[src/rtl/output_serializer_if.sv]
// Bus bundle for output_serializer: frame/load inputs, result words and the
// serial outputs with their status flags.
interface output_serializer_if #(
   parameter int WIDTH = 40
);
   logic             Frame;
   logic             Load;
   logic [WIDTH-1:0] DataL;
   logic [WIDTH-1:0] DataR;
   logic             OutputL;
   logic             OutputR;
   logic             OutReady;
   logic             Busy;

   modport master (
      output Frame, Load, DataL, DataR,
      input  OutputL, OutputR, OutReady, Busy
   );

   modport slave (
      input  Frame, Load, DataL, DataR,
      output OutputL, OutputR, OutReady, Busy
   );
endinterface

[src/rtl/output_serializer.sv]
// Stereo result serializer: a pending word is shifted out MSB first for WIDTH
// cycles per synchronised Frame edge. Optional OVERRUN_DET_EN adds a sticky Overrun flag.
module output_serializer #(
   parameter int WIDTH = 40
) (
   input  logic               Sclk,
   input  logic               Reset_n,
`ifdef OVERRUN_DET_EN
   output logic               Overrun,
`endif
   output_serializer_if.slave bus
);

   localparam int CNT_W = (WIDTH > 1) ? $clog2(WIDTH) : 1;

   typedef enum logic [0:0] {
      ST_IDLE  = 1'b0,
      ST_SHIFT = 1'b1
   } state_t;

   state_t           r_state;
   state_t           w_next_state;
   logic             r_s1;
   logic             r_s2;
   logic             r_s3;
   logic             w_frame_pulse;
   logic [WIDTH-1:0] r_pend_l;
   logic [WIDTH-1:0] r_pend_r;
   logic [WIDTH-1:0] w_pend_l_next;
   logic [WIDTH-1:0] w_pend_r_next;
   logic             r_pend_valid;
   logic             w_pend_valid_next;
   logic [WIDTH-1:0] r_sh_l;
   logic [WIDTH-1:0] r_sh_r;
   logic [WIDTH-1:0] w_sh_l_next;
   logic [WIDTH-1:0] w_sh_r_next;
   logic [CNT_W-1:0] r_cnt;
   logic [CNT_W-1:0] w_cnt_next;
   logic             w_transfer;
   logic             r_out_ready;
   logic             r_busy;

   assign w_frame_pulse = r_s2 & ~r_s3;

   // Frame crosses from the Dclk domain: two sync flops plus one for edge detect.
   always_ff @(posedge Sclk or negedge Reset_n) begin
      if (!Reset_n) begin
         r_s1 <= 1'b0;
         r_s2 <= 1'b0;
         r_s3 <= 1'b0;
      end else begin
         r_s1 <= bus.Frame;
         r_s2 <= r_s1;
         r_s3 <= r_s2;
      end
   end

   // Next-state and shift datapath; shift registers are left at zero outside SHIFT.
   always_comb begin
      w_next_state = r_state;
      w_transfer   = 1'b0;
      w_sh_l_next  = r_sh_l;
      w_sh_r_next  = r_sh_r;
      w_cnt_next   = r_cnt;
      case (r_state)
         ST_IDLE: begin
            if (w_frame_pulse && r_pend_valid) begin
               w_next_state = ST_SHIFT;
               w_transfer   = 1'b1;
               w_sh_l_next  = r_pend_l;
               w_sh_r_next  = r_pend_r;
               w_cnt_next   = CNT_W'(WIDTH - 1);
            end else begin
               w_next_state = ST_IDLE;
            end
         end
         ST_SHIFT: begin
            if (r_cnt == {CNT_W{1'b0}}) begin
               w_next_state = ST_IDLE;
               w_sh_l_next  = {WIDTH{1'b0}};
               w_sh_r_next  = {WIDTH{1'b0}};
            end else begin
               w_sh_l_next  = {r_sh_l[WIDTH-2:0], 1'b0};
               w_sh_r_next  = {r_sh_r[WIDTH-2:0], 1'b0};
               w_cnt_next   = r_cnt - CNT_W'(1'b1);
            end
         end
         default: begin
            w_next_state = ST_IDLE;
            w_sh_l_next  = {WIDTH{1'b0}};
            w_sh_r_next  = {WIDTH{1'b0}};
            w_cnt_next   = {CNT_W{1'b0}};
         end
      endcase
   end

   // A Load always wins the pending buffer; the transfer reads the old contents.
   always_comb begin
      w_pend_l_next     = r_pend_l;
      w_pend_r_next     = r_pend_r;
      w_pend_valid_next = r_pend_valid;
      if (bus.Load) begin
         w_pend_l_next     = bus.DataL;
         w_pend_r_next     = bus.DataR;
         w_pend_valid_next = 1'b1;
      end else if (w_transfer) begin
         w_pend_valid_next = 1'b0;
      end else begin
         w_pend_valid_next = r_pend_valid;
      end
   end

   // State, datapath and registered status outputs.
   always_ff @(posedge Sclk or negedge Reset_n) begin
      if (!Reset_n) begin
         r_state      <= ST_IDLE;
         r_pend_l     <= {WIDTH{1'b0}};
         r_pend_r     <= {WIDTH{1'b0}};
         r_pend_valid <= 1'b0;
         r_sh_l       <= {WIDTH{1'b0}};
         r_sh_r       <= {WIDTH{1'b0}};
         r_cnt        <= {CNT_W{1'b0}};
         r_out_ready  <= 1'b0;
         r_busy       <= 1'b0;
      end else begin
         r_state      <= w_next_state;
         r_pend_l     <= w_pend_l_next;
         r_pend_r     <= w_pend_r_next;
         r_pend_valid <= w_pend_valid_next;
         r_sh_l       <= w_sh_l_next;
         r_sh_r       <= w_sh_r_next;
         r_cnt        <= w_cnt_next;
         r_out_ready  <= (w_next_state == ST_SHIFT);
         r_busy       <= (w_next_state == ST_SHIFT) | w_pend_valid_next;
      end
   end

`ifdef OVERRUN_DET_EN
   logic r_overrun;

   // Sticky flag: a pending word was replaced before it could be sent.
   always_ff @(posedge Sclk or negedge Reset_n) begin
      if (!Reset_n) begin
         r_overrun <= 1'b0;
      end else if (bus.Load && r_pend_valid && !w_transfer) begin
         r_overrun <= 1'b1;
      end else begin
         r_overrun <= r_overrun;
      end
   end

   assign Overrun = r_overrun;
`endif

   assign bus.OutputL  = r_sh_l[WIDTH-1];
   assign bus.OutputR  = r_sh_r[WIDTH-1];
   assign bus.OutReady = r_out_ready;
   assign bus.Busy     = r_busy;

endmodule
[src/flat_wrapper.sv]
// flat-port wrapper written by rule: the top's interface ports become plain ports
module output_serializer_flat 
#(
   parameter int WIDTH = 40
)
  (Sclk, Reset_n, bus_Frame, bus_Load, bus_DataL, bus_DataR, bus_OutputL, bus_OutputR, bus_OutReady, bus_Busy);
  output_serializer_if #(.WIDTH(WIDTH)) bus_i ();
  input  logic Sclk;
  input  logic Reset_n;
  input wire logic [$bits(bus_i.Frame)-1:0] bus_Frame;
  input wire logic [$bits(bus_i.Load)-1:0] bus_Load;
  input wire logic [$bits(bus_i.DataL)-1:0] bus_DataL;
  input wire logic [$bits(bus_i.DataR)-1:0] bus_DataR;
  output wire logic [$bits(bus_i.OutputL)-1:0] bus_OutputL;
  output wire logic [$bits(bus_i.OutputR)-1:0] bus_OutputR;
  output wire logic [$bits(bus_i.OutReady)-1:0] bus_OutReady;
  output wire logic [$bits(bus_i.Busy)-1:0] bus_Busy;
  assign bus_i.Frame = bus_Frame;
  assign bus_i.Load = bus_Load;
  assign bus_i.DataL = bus_DataL;
  assign bus_i.DataR = bus_DataR;
  assign bus_OutputL = bus_i.OutputL;
  assign bus_OutputR = bus_i.OutputR;
  assign bus_OutReady = bus_i.OutReady;
  assign bus_Busy = bus_i.Busy;
  output_serializer #(.WIDTH(WIDTH)) u_core (.Sclk(Sclk), .Reset_n(Reset_n), .bus(bus_i));
endmodule
[config.mk]
export PLATFORM = sky130hd
export DESIGN_NAME = output_serializer_flat
export DESIGN_NICKNAME = d
export VERILOG_FILES = /design/src/rtl/output_serializer_if.sv /design/src/rtl/output_serializer.sv /design/src/flat_wrapper.sv
export SDC_FILE = /design/constraint.sdc
export NUM_CORES = 1
export LEC_CHECK = 0
export CORE_ASPECT_RATIO = 1.75
export CORE_MARGIN = 2
export CORE_UTILIZATION = 52
export DETAILED_ROUTE_END_ITERATION = 8
export DONT_BUFFER_PORTS = 1
export PLACE_DENSITY = 0.7
export SYNTH_ARGS = -nofsm -noshare
export SYNTH_HDL_FRONTEND = slang
export SYNTH_SLANG_ARGS = --single-unit
export TNS_END_PERCENT = 100
[constraint.sdc]
create_clock -name Sclk -period 1.6 [get_ports Sclk]
set_clock_uncertainty 0.15 [all_clocks]
set_input_delay 0.32 -clock Sclk [delete_from_list [all_inputs] [get_ports Sclk]]
set_output_delay 0.32 -clock Sclk [all_outputs]
set_load 0.005 [all_outputs]
==> results of run 1 <==
cell families after synthesis:
kind of cell,after synthesis,synth area share
compound gates,92,0.1290
fa+ha+maj,2,0.003587
buf+inv,39,0.03480
flops,172,0.6170
mux,80,0.1291
simple gates,94,0.08646
stage by stage:
step / cell area (um^2) / setup slack, ps / instances / setup TNS [ps] / hold WS (ps)
2_1_floorplan: 6985 / -53.26 / 479 / -4154 / -125.6
3_3_place_gp: 7174 / -15.01 / 632 / -111.5 / -121.6
3_5_place_dp: 7174 / -70.12 / 632 / -3775 / -119.0
==> run_results.csv, run 1 <==
group,metric,value,unit
run_status,outcome,"aborted with a tool error",
run_status,haltStage,"clock tree synthesis",
run_status,error,"[ERROR RSZ-0060] Max buffer count reached.",
die,core.rowCount,56,
synth,yosysWarnings,0,
clock_network,clock_path_buffers,2,
die,start_util,0.5267,
synth,yosysTopAreaCell,"dfrtp_1",
placed_design,gp_congestion,0.7557,
clock_network,cts_hold_buf,135,
clock_network,post_cts_resize_count,3,
clock_network,cts_buffers,17,
synth,ys_seq_area_frac,0.6170,
synth,synth_area_per_cell,14.56,um^2
clock_network,cts.sinks,172,
die,die_height,157.2,um
synth,synth_most_common_cell,"dfrtp_1",
clock_network,postCtsSetupBuffers,0,
synth,synth_top_area_frac,0.6170,
synth,ys_async_sr_fraction,1.000,
synth,synth_ff_type,"dfrtp_1",
placed_design,dpl.hpwl,7.670,mm
die,dieWidth,91.55,um
synth,synth_edf_count,0,
clock_network,cts-root-buf,"clkbuf_16",
clock_network,cts_max_level,4,
placed_design,port_buffers,0,
synth,syn_inst,479,
synth,ys_ff_latch,172,
synth,ys_types,29,
die,num_io_pins,88,
synth,synth_nets,565,
synth,syn_area,6975,um^2
synth,synth_common_cells,"172 x dfrtp_1, 80 x mux2_2, 79 x and2_1",
synth,yosys-top-cells-area,"dfrtp_1 62%, mux2_2 13%, a221o_1 11%",
==> run 2, diff against run 1 <==
--- a/config.mk
+++ b/config.mk
@@ -5,12 +5,11 @@
 export SDC_FILE = /design/constraint.sdc
 export NUM_CORES = 1
 export LEC_CHECK = 0
-export CORE_ASPECT_RATIO = 1.75
 export CORE_MARGIN = 2
-export CORE_UTILIZATION = 52
+export CORE_UTILIZATION = 37
 export DETAILED_ROUTE_END_ITERATION = 8
 export DONT_BUFFER_PORTS = 1
-export PLACE_DENSITY = 0.7
+export PLACE_DENSITY_LB_ADDON = 0.15
 export SYNTH_ARGS = -nofsm -noshare
 export SYNTH_HDL_FRONTEND = slang
 export SYNTH_SLANG_ARGS = --single-unit
==> constraint.sdc (replaced) <==
create_clock -name Sclk -period 2.1 [get_ports Sclk]
set_clock_uncertainty 0.15 [all_clocks]
set_input_delay 0.42 -clock Sclk [delete_from_list [all_inputs] [get_ports Sclk]]
set_output_delay 0.42 -clock Sclk [all_outputs]
set_load 0.005 [all_outputs]
==> run_results.csv, run 2 <==
group,metric,value,unit
global_routing,grt_pass1_vias,4571,
synth,ys_ff_latch,172,
cells_and_area,layout_commonest_cell,"dfrtp_1",
setup_path,cp.arrival,2100,ps
synth,yosysWarnings,0,
sta,rsz0062_at_grt,"no",
synth,syn_area,6975,um^2
run,maxCapViolCount,0,
synth,syn_inst,479,
clock_network,cts_hold_buf,84,
run_status,violations,"hold timing",
detailed_routing,vias,4206,
clock_network,postCtsSetupBuffers,0,
sta,fmax,0.5128,GHz
sta,fin_hold_ws,-453.1,ps
cells_and_area,drive_gt1_frac,0.2211,
cells_and_area,layout.cells.non_filler,804,
worst_hold_path,hold_path_class,"primary input to asynchronous set/reset pin",
run_status,outcome,"finished, violations left",
placed_design,gp_congestion,0.7756,
detailed_routing,ant_nets,0,
setup_path,reg2regPathDepth,6,
detailed_routing,first_iter_violations,227,
synth,yosys-top-cells-area,"dfrtp_1 62%, mux2_2 13%, a221o_1 11%",
global_routing,overflow,0,
detailed_routing,vias_per_cell,5.231,
clock_network,clock_path_buffers,2,
clock_network,cts_max_level,4,
clock_network,insertion_delay,420,ps
synth,synth_nets,565,
setup_path,critPathLaunch,"u_core.r_cnt[0]$_DFFE_PN0P_",
synth,ys_async_sr_fraction,1.000,
clock_network,cts-root-buf,"clkbuf_16",
cells_and_area,fin_area,8630,um^2
die,dieWidth,141.3,um
sta,finalCritPeriodShare,0.9286,
clock_network,cts.sinks,172,
sta,relSlewSlack,0.7577,
power,vdd_drop_max,0.6213,mV
detailed_routing,dr.pass1.iters,5,
detailed_routing,wire_per_inst,17.27,um
clock_network,path_clk_slew,70,ps
sta,period_needed,1950,ps
setup_path,critPathKind,"register to register",
clock_network,post_cts_resize_count,0,
sta,finalSetupViolations,0,
setup_path,cp_max_fo,33,
die,start_util,0.3754,
detailed_routing,wl,13.89,mm
die,num_io_pins,88,
synth,synth_most_common_cell,"dfrtp_1",
global_routing,grt_usage,0.1480,
synth,ys_types,29,
die,core_area,18580,um^2
synth,synth_area_per_cell,14.56,um^2
sta,worstMarginPinSlew,363.5,ps
cells_and_area,area_growth,23.71,%
die,die_height,141.3,um
placed_design,port_buffers,0,
cells_and_area,num_antenna_cells,0,
sta,drv_slew,0,
placed_design,dpl-instance-area,7169,um^2
synth,yosysTopAreaCell,"dfrtp_1",
placed_design,dpl.hpwl,7.903,mm
global_routing,antenna_found_initial,0,
cells_and_area,fin_nets,643,
die,core.rowCount,50,
clock_network,tritoncts,"yes",
detailed_routing,drcViolationCount,0,
setup_path,required,2250,ps
sta,final_hold_viol_count,172,
synth,synth_common_cells,"172 x dfrtp_1, 80 x mux2_2, 79 x and2_1",
synth,ys_seq_area_frac,0.6170,
global_routing,grt_pass1_wl,23.32,mm
clock_network,cts_buffers,17,
synth,synth_top_area_frac,0.6170,
global_routing,grt_max_degree,173,
setup_path,worstSetupEndpointType,"register",
setup_path,critPathLaunchType,"register",
synth,synth_ff_type,"dfrtp_1",
cells_and_area,final_cell_mix,"172 x dfrtp_1, 85 x dlygate4sd3_1, 80 x mux2_2",
power,p_leak,3.796,nW
die,die_area,19970,um^2
setup_path,r2r-start,"u_core.r_cnt[0]$_DFFE_PN0P_",
power,p_per_area,1107,nW/um^2
synth,synth_edf_count,0,
sta,fin_setup_tns,0,ps
placed_design,place_inst,686,
run 2: cell counts after synthesis:
No cell type changed its count.
run 2: worst max-delay path: stages (launching register included):
cell	delay, ps
dfrtp_1	400
inv_1	90
ha_1	180
nor2b_1	300
a21boi_4	100
buf_4	260
a221o_1	330
run 2: final timing paths:
path	to	slack, ps
worst max-delay path	u_core.r_sh_r[13]$_DFFE_PN0P_	150
worst min-delay path	u_core.r_pend_l[7]$_DFFE_PN0P_	-450
worst max register to register	u_core.r_sh_r[13]$_DFFE_PN0P_	150
worst min register to register	u_core.r_s2$_DFF_PN0_	200
max in group asynchronous	u_core.r_sh_l[26]$_DFFE_PN0P_	1980
min in group Sclk	u_core.r_pend_l[13]$_DFFE_PN0P_	30
run 2: layout make-up:
type	instances	area [um^2]
clock inverters	15	163.9
clock buffers	17	425.4
well taps	234	292.8
inverters	3	11.26
multi-input cells	268	2444
repair buffers	95	988.4
flip-flops and latches	172	4304
fillers	1668	9951
run 2: cells by family after synthesis:
group / synth area share
buf+inv: 0.03480
fa+ha+maj: 0.003587
flops: 0.6170
mux: 0.1291
simple gates: 0.08646
compound gates: 0.1290
run 2: where the power goes:
group          switching [mW]  internal, mW  leakage, nW
registers               0.445          4.03         2.15
logic                   0.874          1.05         1.36
clock network            1.38          1.78        0.284
total                    2.70          6.86         3.80
run 2: layer usage:
layer  part of all wire  wire length, um  track usage  vias up
met5                  0                0            0        -
met4             0.0094              131      0.04053        0
met3              0.053              730      0.04995        8
met2               0.48             6621       0.2351      106
met1               0.46             6401       0.1950     2137
li1                   -                -            -     1955
run 2: through the flow:
stage	utilization	total power, mW	setup WS, ps
3_3_place_gp	0.3859	6.223	235.3
5_1_grt	0.4644	10.12	26.70
4_1_cts	0.4634	9.683	142.7
2_1_floorplan	-	5.985	370.2
6_report	0.4644	9.554	150.0
3_5_place_dp	0.3859	6.319	150.2
(Power assumes the default switching activity.)
==> run 3, diff against run 2 <==
--- a/config.mk
+++ b/config.mk
@@ -9,6 +9,7 @@
 export CORE_UTILIZATION = 37
 export DETAILED_ROUTE_END_ITERATION = 8
 export DONT_BUFFER_PORTS = 1
+export GPL_TIMING_DRIVEN = 0
 export PLACE_DENSITY_LB_ADDON = 0.15
 export SYNTH_ARGS = -nofsm -noshare
 export SYNTH_HDL_FRONTEND = slang
==> run_results.csv, run 3 (same netlist as run 2, synthesis figures left out) <==
group,metric,value,unit
detailed_routing,vias_per_cell,5.114,
global_routing,grt_usage,0.1506,
detailed_routing,wire_per_inst,17.07,um
sta,drv_slew,0,
run_status,outcome,"finished, violations left",
placed_design,gp_congestion,0.7059,
power,total_power,9.767,mW
power,p_leak,3.866,nW
detailed_routing,first_iter_violations,259,
setup_path,critPathLaunch,"u_core.r_cnt[0]$_DFFE_PN0P_",
setup_path,r2r-end,"u_core.r_sh_l[20]$_DFFE_PN0P_",
clock_network,clock_path_buffers,2,
sta,final_hold_viol_count,172,
cells_and_area,num_antenna_cells,0,
power,vdd_drop_max,0.5029,mV
setup_path,cp_top_family,"buffers and inverters",
die,core_area,18580,um^2
setup_path,crit_slowest_cell,"dfrtp_1",
global_routing,overflow,0,
global_routing,grt_pass1_vias,4590,
sta,relSlewSlack,0.5085,
cells_and_area,layout_commonest_cell,"dfrtp_1",
sta,finalSetupViolations,0,
die,core.rowCount,50,
sta,fin_hold_ws,-461.0,ps
setup_path,path_buf_inv,3,
setup_path,critPathLaunchType,"register",
clock_network,path_clk_slew,70,ps
clock_network,cts_hold_buf,81,
global_routing,grt_max_degree,173,
sta,fmax,0.5134,GHz
setup_path,path_common_cell,"buf_6",
setup_path,worstSetupEndpointType,"register",
placed_design,dpl.hpwl,8.879,mm
clock_network,insertion_delay,420,ps
cells_and_area,final_cell_mix,"172 x dfrtp_1, 81 x dlygate4sd3_1, 80 x mux2_2",
setup_path,max_stage_delay,410,ps
setup_path,reg2regPathDepth,7,
die,dieWidth,141.3,um
run_status,violations,"hold timing",
cells_and_area,multi_input_area,2431,um^2
clock_network,cts_buffers,17,
sta,rsz0062_at_grt,"no",
setup_path,r2r-start,"u_core.r_cnt[0]$_DFFE_PN0P_",
cells_and_area,drive_gt1_frac,0.2399,
setup_path,required,2250,ps
detailed_routing,vias,4224,
power,p_per_area,1125,nW/um^2
setup_path,cp_max_fo,10,
cells_and_area,nFillCells,1676,
cells_and_area,area_growth,24.45,%
placed_design,port_buffers,0,
die,num_io_pins,88,
cells_and_area,final_util,0.4672,
setup_path,critPathKind,"register to register",
clock_network,cts_max_level,4,
clock_network,cts.sinks,172,
setup_path,cp_cell_sequence,"inv_1 -> ha_1 -> nor2b_1 -> a21boi_2 -> buf_6 -> buf_6 -> a221o_1",
sta,finalCritPeriodShare,0.9276,
worst_hold_path,hold_path_class,"primary input to asynchronous set/reset pin",
sta,worstMarginPinSlew,737.3,ps
setup_path,cp.arrival,2100,ps
cells_and_area,fin_nets,665,
clock_network,tritoncts,"yes",
setup_path,rrSetupSlack,150,ps
clock_network,cts-root-buf,"clkbuf_16",
die,die_height,141.3,um
global_routing,antenna_found_initial,0,
global_routing,grt_pass1_wl,23.49,mm
detailed_routing,drcViolationCount,0,
detailed_routing,ant_nets,0,
run,maxCapViolCount,0,
sta,period_needed,1948,ps
cells_and_area,final-seq-area,4304,um^2
detailed_routing,dr.pass1.iters,4,
die,die_area,19970,um^2
detailed_routing,wl,14.10,mm
die,start_util,0.3754,
[run 3: cell count changes in the layout (fill, tap and decap cells not counted), sizes merged]
cell | before | now
buf | 10 | 27
clkbuf | 17 | 26
clkinv | 5 | 3
inv | 8 | 12
dlygate4sd3 | 85 | 81
clkinvlp | 3 | 1
[run 3: worst register-to-register path, delay by kind of cell (launching register included)]
kind                     cells  cell delay (ps)
flip-flops                   1              410
buffers and inverters        3              420
adder cells (fa/ha/maj)      1              190
AND/OR/NAND/NOR              1              270
AO/OA/AOI/OAI                2              400
[run 3: report_power, final]
group,total (mW),switching [mW],leakage [nW],internal [mW]
Clock,3.22,1.42,0.294,1.80
Combinational,2.06,0.917,1.42,1.14
Sequential,4.49,0.458,2.15,4.03
Total,9.77,2.80,3.87,6.97
[run 3: per-layer routing]
metal	global-route usage	up-vias	part of all wire
met1	0.1954	2125	0.46
met4	0.04842	0	0.013
li1	-	1991	-
met5	0	-	0
met3	0.04792	10	0.050
met2	0.2417	98	0.47
[run 3: repair_timing]
item | CTS | global route
gates resized for setup | 1 | 0
setup buffers | 0 | 0
setup endpoints to repair | 80 | 0
hold endpoints to repair | 253 | 172
[run 3: area by class of cell]
| type | instances | area share |
|---|---|---|
| Tap cell | 234 | 0.03373 |
| Clock buffer | 17 | 0.04901 |
| Buffer | 36 | 0.02666 |
| Inverter | 3 | 0.001297 |
| Timing Repair Buffer | 81 | 0.09340 |
| Multi-Input combinational cell | 268 | 0.2801 |
| Clock inverter | 15 | 0.02003 |
| Sequential cell | 172 | 0.4958 |
[run 3: how the worst max path moves through the flow]
stage,end,slack [ps],cells past startpoint
floorplan,u_core.r_sh_r[31]$_DFFE_PN0P_,370,7
global placement,u_core.r_sh_r[33]$_DFFE_PN0P_,-0.6,4
detailed placement,u_core.r_sh_r[31]$_DFFE_PN0P_,-50,4
CTS,u_core.r_sh_l[20]$_DFFE_PN0P_,140,7
global route,u_core.r_sh_l[19]$_DFFE_PN0P_,40,7
finish,u_core.r_sh_l[20]$_DFFE_PN0P_,150,7
[run 3: per-stage QoR]
step                hold WS [ps]  instances  worst slack (ps)  TNS (ps)  cell area, um^2
global placement          -20.03        713           -0.5800   -0.7319             7268
detailed placement        -17.93        713            -50.68     -1289             7268
global route              -493.0        826             35.64         0             8681
finish                    -461.0        826             152.0         0             8681
CTS                       -479.8        826             140.2         0             8681
floorplan                 -25.59        479             370.2         0             6975
